===== config.mk =====
export PLATFORM = sky130hd
export DESIGN_NAME = gpio_conf_master
export DESIGN_NICKNAME = d
export VERILOG_FILES = /design/src/rtl/gpio_conf_master_pkg.sv /design/src/rtl/gpio_conf_master_chan_drv.sv /design/src/rtl/gpio_conf_master.sv
export SDC_FILE = /design/constraint.sdc
export NUM_CORES = 1
export LEC_CHECK = 0
export BUFFER_PORTS_ARGS = -buffer_cell sky130_fd_sc_hd__buf_2
export CORE_MARGIN = 5
export CORE_UTILIZATION = 48
export DETAILED_ROUTE_END_ITERATION = 6
export PLACE_DENSITY = 0.77
export SYNTH_ARGS = -nofsm -noshare
export SYNTH_HDL_FRONTEND = slang
export SYNTH_SLANG_ARGS = --single-unit

===== constraint.sdc =====
create_clock -name clock -period 4.4 [get_ports clock]
set_input_delay 0.44 -clock clock [delete_from_list [all_inputs] [get_ports clock]]
set_output_delay 0.44 -clock clock [all_outputs]
set_load 0.01 [all_outputs]

===== src/rtl/gpio_conf_master_pkg.sv =====
// Shared definitions for the GPIO configuration initiator: default widths,
// FSM state encoding, channel select codes and the timeout timer width helper.
package gpio_conf_master_pkg;

    localparam int unsigned C0_W_DEF    = 24;
    localparam int unsigned C1_W_DEF    = 17;
    localparam int unsigned TIMEOUT_DEF = 16;

    typedef enum logic {
        ST_IDLE = 1'b0,
        ST_SEND = 1'b1
    } state_e;

    localparam logic CH0 = 1'b0;
    localparam logic CH1 = 1'b1;

    // Timer must hold 0..TIMEOUT; a disabled timeout still needs one bit.
    function automatic int unsigned timer_width(input int unsigned timeout);
        return (timeout == 0) ? 1 : $clog2(timeout + 1);
    endfunction

endpackage


===== src/rtl/gpio_conf_master_chan_drv.sv =====
// One initiator channel of the configuration handshake.
// Ports:
//   clock, reset      : clock and synchronous active-high reset
//   load_i, data_i    : start a write with data_i (raises valid)
//   done_i            : transfer happened; drop valid, capture shadow
//   abort_i           : timeout; drop valid, keep shadow
//   ready_i           : responder ready
//   valid_o, data_o   : channel valid/data toward the responder
//   shadow_o          : last successfully transferred word
//   xfer_o            : valid & ready (combinational)
module gpio_conf_master_chan_drv #(
    parameter int unsigned W = 24
) (
    input  logic         clock,
    input  logic         reset,
    input  logic         load_i,
    input  logic [W-1:0] data_i,
    input  logic         done_i,
    input  logic         abort_i,
    input  logic         ready_i,
    output logic         valid_o,
    output logic [W-1:0] data_o,
    output logic [W-1:0] shadow_o,
    output logic         xfer_o
);

    logic         valid_q;
    logic [W-1:0] data_q;
    logic [W-1:0] shadow_q;

    // Data only changes on load, so it stays stable while valid is high
    // and keeps its last value after valid drops.
    always_ff @(posedge clock) begin
        if (reset) begin
            valid_q  <= 1'b0;
            data_q   <= '0;
            shadow_q <= '0;
        end else if (load_i) begin
            valid_q <= 1'b1;
            data_q  <= data_i;
        end else if (done_i) begin
            valid_q  <= 1'b0;
            shadow_q <= data_q;
        end else if (abort_i) begin
            valid_q <= 1'b0;
        end
    end

    assign valid_o  = valid_q;
    assign data_o   = data_q;
    assign shadow_o = shadow_q;
    assign xfer_o   = valid_q & ready_i;

endmodule


===== src/rtl/gpio_conf_master.sv =====
// Initiator of the GPIO configuration handshake: takes one host write command
// at a time and drives it onto channel 0 or channel 1, with timeout abort and
// shadow copies of the last successfully written words.
// Ports:
//   clock, reset                 : clock and synchronous active-high reset
//   cmd_valid/cmd_ready          : host command handshake (ready only in IDLE)
//   cmd_sel, cmd_data            : target channel and write data
//   rsp_valid, rsp_err           : one-cycle completion pulse, err = timeout
//   busy                         : a command is in flight
//   conf_0_* / conf_1_*          : valid/ready/data toward the responder
//   shadow_0, shadow_1           : last successfully transferred words
module gpio_conf_master
    import gpio_conf_master_pkg::*;
#(
    parameter int unsigned C0_W    = C0_W_DEF,
    parameter int unsigned C1_W    = C1_W_DEF,
    parameter int unsigned TIMEOUT = TIMEOUT_DEF
) (
    input  logic            clock,
    input  logic            reset,
    input  logic            cmd_valid,
    output logic            cmd_ready,
    input  logic            cmd_sel,
    input  logic [C0_W-1:0] cmd_data,
    output logic            rsp_valid,
    output logic            rsp_err,
    output logic            busy,
    output logic            conf_0_valid,
    input  logic            conf_0_ready,
    output logic [C0_W-1:0] conf_0_data,
    output logic            conf_1_valid,
    input  logic            conf_1_ready,
    output logic [C1_W-1:0] conf_1_data,
    output logic [C0_W-1:0] shadow_0,
    output logic [C1_W-1:0] shadow_1
);

    localparam int unsigned      TO_W    = timer_width(TIMEOUT);
    localparam logic [TO_W-1:0]  TO_LAST = (TIMEOUT == 0) ? '0 : TO_W'(TIMEOUT - 1);

    state_e          state_q;
    logic            sel_q;
    logic [TO_W-1:0] timer_q;
    logic            rsp_valid_q;
    logic            rsp_err_q;

    logic accept, in_send, timeout_hit;
    logic xfer0, xfer1, xfer_sel;
    logic load0, load1, done0, done1, abort0, abort1;

    assign cmd_ready   = (state_q == ST_IDLE);
    assign busy        = (state_q == ST_SEND);
    assign accept      = cmd_ready && cmd_valid;
    assign in_send     = busy;
    assign timeout_hit = (TIMEOUT != 0) && (timer_q == TO_LAST);
    assign xfer_sel    = (sel_q == CH0) ? xfer0 : xfer1;

    // Per-channel controls; the unselected channel never sees load/done/abort.
    assign load0  = accept && (cmd_sel == CH0);
    assign load1  = accept && (cmd_sel == CH1);
    assign done0  = in_send && (sel_q == CH0) && xfer0;
    assign done1  = in_send && (sel_q == CH1) && xfer1;
    assign abort0 = in_send && (sel_q == CH0) && !xfer0 && timeout_hit;
    assign abort1 = in_send && (sel_q == CH1) && !xfer1 && timeout_hit;

    // FSM, shared timer and response registers. Transfer beats timeout.
    always_ff @(posedge clock) begin
        if (reset) begin
            state_q     <= ST_IDLE;
            sel_q       <= CH0;
            timer_q     <= '0;
            rsp_valid_q <= 1'b0;
            rsp_err_q   <= 1'b0;
        end else begin
            rsp_valid_q <= 1'b0;
            case (state_q)
                ST_IDLE: begin
                    if (cmd_valid) begin
                        sel_q   <= cmd_sel;
                        timer_q <= '0;
                        state_q <= ST_SEND;
                    end
                end
                ST_SEND: begin
                    if (xfer_sel) begin
                        rsp_valid_q <= 1'b1;
                        rsp_err_q   <= 1'b0;
                        state_q     <= ST_IDLE;
                    end else if (timeout_hit) begin
                        rsp_valid_q <= 1'b1;
                        rsp_err_q   <= 1'b1;
                        state_q     <= ST_IDLE;
                    end else if (timer_q != '1) begin
                        timer_q <= timer_q + TO_W'(1);
                    end
                end
                default: state_q <= ST_IDLE;
            endcase
        end
    end

    assign rsp_valid = rsp_valid_q;
    assign rsp_err   = rsp_err_q;

    gpio_conf_master_chan_drv #(.W(C0_W)) u_ch0 (
        .clock    (clock),
        .reset    (reset),
        .load_i   (load0),
        .data_i   (cmd_data),
        .done_i   (done0),
        .abort_i  (abort0),
        .ready_i  (conf_0_ready),
        .valid_o  (conf_0_valid),
        .data_o   (conf_0_data),
        .shadow_o (shadow_0),
        .xfer_o   (xfer0)
    );

    gpio_conf_master_chan_drv #(.W(C1_W)) u_ch1 (
        .clock    (clock),
        .reset    (reset),
        .load_i   (load1),
        .data_i   (cmd_data[C1_W-1:0]),
        .done_i   (done1),
        .abort_i  (abort1),
        .ready_i  (conf_1_ready),
        .valid_o  (conf_1_valid),
        .data_o   (conf_1_data),
        .shadow_o (shadow_1),
        .xfer_o   (xfer1)
    );

endmodule

**Word-level counts from Yosys, hierarchy flattened**

Index checks and enable logic that the tools add are counted.

- Flip-flop bits (word level): 93

- Equality and inequality tests: 6
- Add/sub/neg operators: 1
- Bitwise gates (word level): 7
- Multiplexer cells: 20
- Reduce and logical (&&, ||, !) cells: 22

Operator list:

| kind | number |
|---|---|
| $mux 5 | 4 |
| $mux 1 | 14 |
| $logic_and 1x1->1 | 11 |
| $pmux 5 s2 | 1 |
| $reduce_and 2->1 | 4 |
| $ne 2x2->1 const B | 3 |
| $reduce_bool 3->1 | 2 |
| $add 5x1->5 const B | 1 |
| $eq 5x4->1 const B | 1 |
| $ne 5x5->1 const B | 1 |
| $not 1->1 | 5 |
| $reduce_and 4->1 | 1 |
| $and 1x1->1 | 2 |
| $logic_not 1->1 | 2 |
| $ne 2x1->1 const B | 1 |
| $pmux 1 s2 | 1 |
| $reduce_bool 2->1 | 1 |
| $reduce_or 2->1 | 1 |

**Longest topological paths before layout**

- Depth in word-level cells: 7
- Depth in mapped cells: 8

**Cells and area by module**

A second synthesis with hierarchy kept.

- Cell total of the unflattened synthesis: 385
- Area, all modules: 3900.0 um2

By module, submodules not included:

| module | area each (um2) | cells an instance | times used |
|---|---|---|---|
| gpio_conf_master_chan_drv at u_ch0 | 1980.6 | 191 | 1 |
| gpio_conf_master_chan_drv at u_ch1 | 1413.9 | 136 | 1 |
| gpio_conf_master | 505.5 | 58 | 1 |

**Worst setup path before layout**

No wires, ideal clock.

- Path type: register to register
- From: register timer_q[0]
- To: register timer_q[2]
- Library setup time: 0.070 ns
- Cell stages (with the launch flop): 9
- Clock period less this slack: 2.052 ns
- Arrival time: 1.981 ns
- Path slack: 2.348 ns
- Required time: 4.330 ns
- Buffers on the path: 1
- Cell sequence: dfxtp_1 -> ha_1 -> and3_1 -> ha_1 -> nor2_1 -> or4b_1 -> clkbuf_2 -> or3_1 -> a21oi_1

- Cells in the longest elaborated chain, start to end: 5
- Elaborated cells between the ends (all ways): 10

RTL lines:

| item | line | source |
|---|---|---|
| from (decl) | gpio_conf_master.sv:43 | `logic [TO_W-1:0] timer_q;` |
| from (signal assigned) | gpio_conf_master.sv:94 | `timer_q <= timer_q + TO_W'(1);` |
| $add 5x1->5 | gpio_conf_master.sv:94 |  |
| $mux 5 | gpio_conf_master.sv:93 | `end else if (timer_q != '1) begin` |
| $mux 5 | gpio_conf_master.sv:89 | `end else if (timeout_hit) begin` |
| $mux 5 | gpio_conf_master.sv:85 | `if (xfer_sel) begin` |
| $pmux 5 s2 | gpio_conf_master.sv:76 | `case (state_q)` |

Several ways; a longest one is shown, not always the timed one. The select of a mux whose other input is x is not followed.
A chain may end at the register's enable or synchronous reset.

**Worst setup path after layout**

Ends and elaborated chain as after synthesis.

==> results summary <==
The layout overhead on the synthesized area is 26.2%. The post-route clock skew is roughly 0.011 ns. The number of search-and-repair iterations in the first detailed-routing pass came out at 4.

The placer congestion estimate came out at 0.888. The vertical extent of the die came out at 93.5 um. The detail-routed via count per cell came out at 4.97.

The TritonCTS clock tree is yes. The detail-routed net length per standard cell came out at roughly 14 um. After floorplanning, the core was divided into 30 placement rows. In this run the critical register-to-register path is captured at timer_q[2]$_SDFFE_PP0P_. The met1 demand-to-capacity share in global routing is 27.4%.

Summed over all nets, the half-perimeter wirelength after detailed placement is roughly 6300 um. In this run, post-CTS repair resized a total of 0 instances. The effective utilization at floorplan is around 49%. The analysis attributes to cell leakage a power of 1.83 nW. The number of global-route vias before repair is 2,910. Across all layers, the routed design uses between 3,000 and 4,000 vias. The cell family with the largest share of critical-path delay is simple AND/OR/NAND/NOR gates. The clock insertion delay at the later pin of the skew report is 0.35 ns.

IR analysis of the VDD net gives a maximum drop of 0.249 mV. The global routing met3 resource utilization is 4.59%. The placeable core area is 6790 um^2. The top cell types in the final layout, fill and taps aside, are nand2_1 (169), buf_2 (117), dfxtp_1 (93). The number of buffers and inverters on the critical path is 0.

Summed over all instances, the cell type with the most area after synthesis is dfxtp_1. The portion of total power attributed to sequential cells is 51.1%. Headroom to the max-slew limit came out at 32.5%. The tree is rooted in a clkbuf_8. The final global-route overflow total came out at 0. The number of instances in the synthesized netlist came out at 426.

The slew at the pin closest to its max-slew limit came out at ~1.0 ns. The floorplan die width came out at between 90 and 100 um. The arrival time at the worst endpoint came out at 2.58 ns. The final net count came out at 561.

The count of buffers from port buffering is 117. Of the total power, the clock network draws 42.0%. The top-area cell type share of the netlist area is 55.7%. The global-route wire length before repair came out at 14,200 um.

In this run the most critical hold path is launched from cmd_data[18]. The number of max-cap violations came out at 0. The worst path in the final design needs a cycle of 2.30 ns, including I/O delays and setup. For this run, the register share of the synthesized area comes to between 50 and 60%. The count of antenna diodes in the layout came out at 0. The flip-flop and latch count after synthesis is 93.

No sink is reached through more buffers than the 2 on the longest clock path. The number of endpoints failing setup at the final stage came out at 0. The worst hold slack came out at 0.316 ns. The average size of a mapped cell came out at 7.85 um^2. The most common library cell in the layout ignoring fill and taps is nand2_1. The switching share of power is 22.6%.

For this design the ratio of total power to cell area is 409 nW/um^2. The routing layer with the top usage in global route is met2. For this block, the routed nets add up to 8940 um of wire.

The detailed router finished its first iteration with 111 violations. The number of antenna violations at the first check in global routing came out at 0. For flop-to-flop paths, the worst setup slack is 2.10 ns.

Synthesis produced a netlist with a net count of 459. The critical path capture point type is a flop. Adding up every negative setup slack in the final design gives 0 ns. In this run the cell area of the synthesized design comes to roughly 3300 um^2. The remaining antenna violation count after routing is 0. The maximum net fanout on the critical path came out at 6. Walking the worst path, the cells encountered are ha_1 > and3_1 > ha_1 > nor2_1 > or4b_1 > or3_1 > a21oi_1. On the worst path, the slowest cell contributes a delay of about 0.57 ns. STA classifies the critical path startpoint as a flop. The clock transition at the registers of the reported paths is 0.09 ns. CTS saw 93 sinks.

The global router's overall resource usage came out at 20.5%. In this design, the critical path's most frequently occurring cell is ha_1. The number of remaining DRC errors came out at 0. The combinational cell fraction of total power is under 10%.

The total power is 1.73 mW. The path with the worst hold slack has its endpoint at u_ch0.data_o[18]$_SDFFE_PP0P_. The slowest stage of the critical path belongs to the cell or4b_1.

The worst register-to-register path has a depth of 7. The net switching power is 390 uW. The type of the worst setup path is flop to flop.

Pin placement for this block handled roughly 120 I/O pins. The area of the die is 8740 um^2. The number of buffers inserted to repair setup after CTS is 0. Cells fill 62.1% of the core in the end. Clock tree synthesis inserted a total of 9 buffers. The worst hold path was traced through 3 stages. In the final layout, the share of cells above drive strength 1 is approximately a quarter. The met2 demand-to-capacity share in global routing came out at 32.7%. The count of final max-slew check failures is 0.

The total number of H-tree levels is 3. In the post-synthesis netlist, the biggest area contributors are dfxtp_1 (56%), nand2_1 (19%), a21oi_1 (13%). The part of the cycle the worst path needs came out at between 50% and 60%. The worst hold path belongs to the class input pin to flop. The number of hold buffers added after CTS is 0. The startpoint identified for the worst register-to-register timing path is timer_q[0]$_SDFFE_PP0P_.

Setup repair after global routing left no endpoint under its margin. The number of hold violations in the final report is 0. Entering global routing, the biggest net connects 58 pins.

Derived from the worst setup path, the maximum achievable clock frequency is between 400 and 500 MHz. The internal portion of the total power is 1.34 mW. The run finished with clean final reports. The critical path required time is ~4.7 ns. Yosys printed 0 warnings.

The number of library cell types mapped by synthesis is 29.
## cell usage after synthesis
master	instances
nand4_1	1
o211a_1	1
nand3_1	2
nor3_1	5
and2_1	1
and4_1	1
or2_2	3
o211ai_1	1
or4b_1	1
ha_1	3
a21o_1	2
clkbuf_1	26
buf_2	1
mux2i_1	1
or3_1	1
and3_1	3
nand2_1	169
nand2b_1	2
nor2_1	12
nand4b_1	1
and4b_1	1
a221oi_1	1
and3b_1	1
clkbuf_2	1
a31oi_1	1
inv_2	1
dfxtp_1	93
inv_1	3
a21oi_1	87
## through the flow
step | cell area, um^2 | setup slack [ns] | std cells
after floorplan | 3340 | 2.35 | 426
after global placement | 3960 | 2.30 | 613
after detailed placement | 3960 | 2.15 | 613
after CTS | 4220 | 2.13 | 628
after global routing | 4220 | 2.00 | 628
final | 4220 | 2.10 | 628
## worst max path at each step
stage	startpoint	cells past startpoint	endpoint
2_1_floorplan	timer_q[0]$_SDFFE_PP0P_	8	timer_q[2]$_SDFFE_PP0P_
3_3_place_gp	timer_q[0]$_SDFFE_PP0P_	7	timer_q[2]$_SDFFE_PP0P_
3_5_place_dp	timer_q[0]$_SDFFE_PP0P_	7	timer_q[2]$_SDFFE_PP0P_
4_1_cts	timer_q[0]$_SDFFE_PP0P_	7	timer_q[2]$_SDFFE_PP0P_
5_1_grt	timer_q[0]$_SDFFE_PP0P_	7	timer_q[2]$_SDFFE_PP0P_
6_report	timer_q[0]$_SDFFE_PP0P_	7	timer_q[2]$_SDFFE_PP0P_
## per-layer routing
layer,routed length [um],vias up
met5,0,-
met2,4260,98
li1,-,1580
met4,97,0
met1,4040,1432
met3,542,9
## flip-flops by register name (all words and copies together), names as in the netlist
register	cells
busy	1
rsp_err	1
rsp_valid	1
sel_q	1
timer_q	5
u_ch0.data_o	24
u_ch0.shadow_o	24
u_ch0.valid_o	1
u_ch1.data_o	17
u_ch1.shadow_o	17
u_ch1.valid_o	1
## power groups by stage
stage                     Sequential (mW)  Clock [mW]  Combinational, mW
after floorplan                     0.906           0             0.0607
after global placement              0.901           0              0.118
after detailed placement            0.902           0              0.120
after CTS                           0.882       0.737              0.120
after global routing                0.886       0.779              0.134
final                               0.883       0.726              0.120
## cell families after synthesis
kind of cell | after synthesis | share of synthesized area, %
simple gates | 204 | 24.8
compound gates | 93 | 14.4
flops | 93 | 55.7
buf+inv | 32 | 3.67
fa+ha+maj | 3 | 1.12
mux | 1 | 0.299
## worst min-delay path, cell delays in order
cell and delay, ns:
buf_2 0.09, nand2_1 0.04, a21oi_1 0.05
## layout make-up
type,count,area (um^2)
fill,640,2570
sequential,93,1860
multi-input combinational,301,1360
timing repair buffer,119,601
clock inverter,6,136
clock buffer,9,124
tap,96,120
inverter,4,15.0
Note: power is estimated with default switching activity, not from simulation.
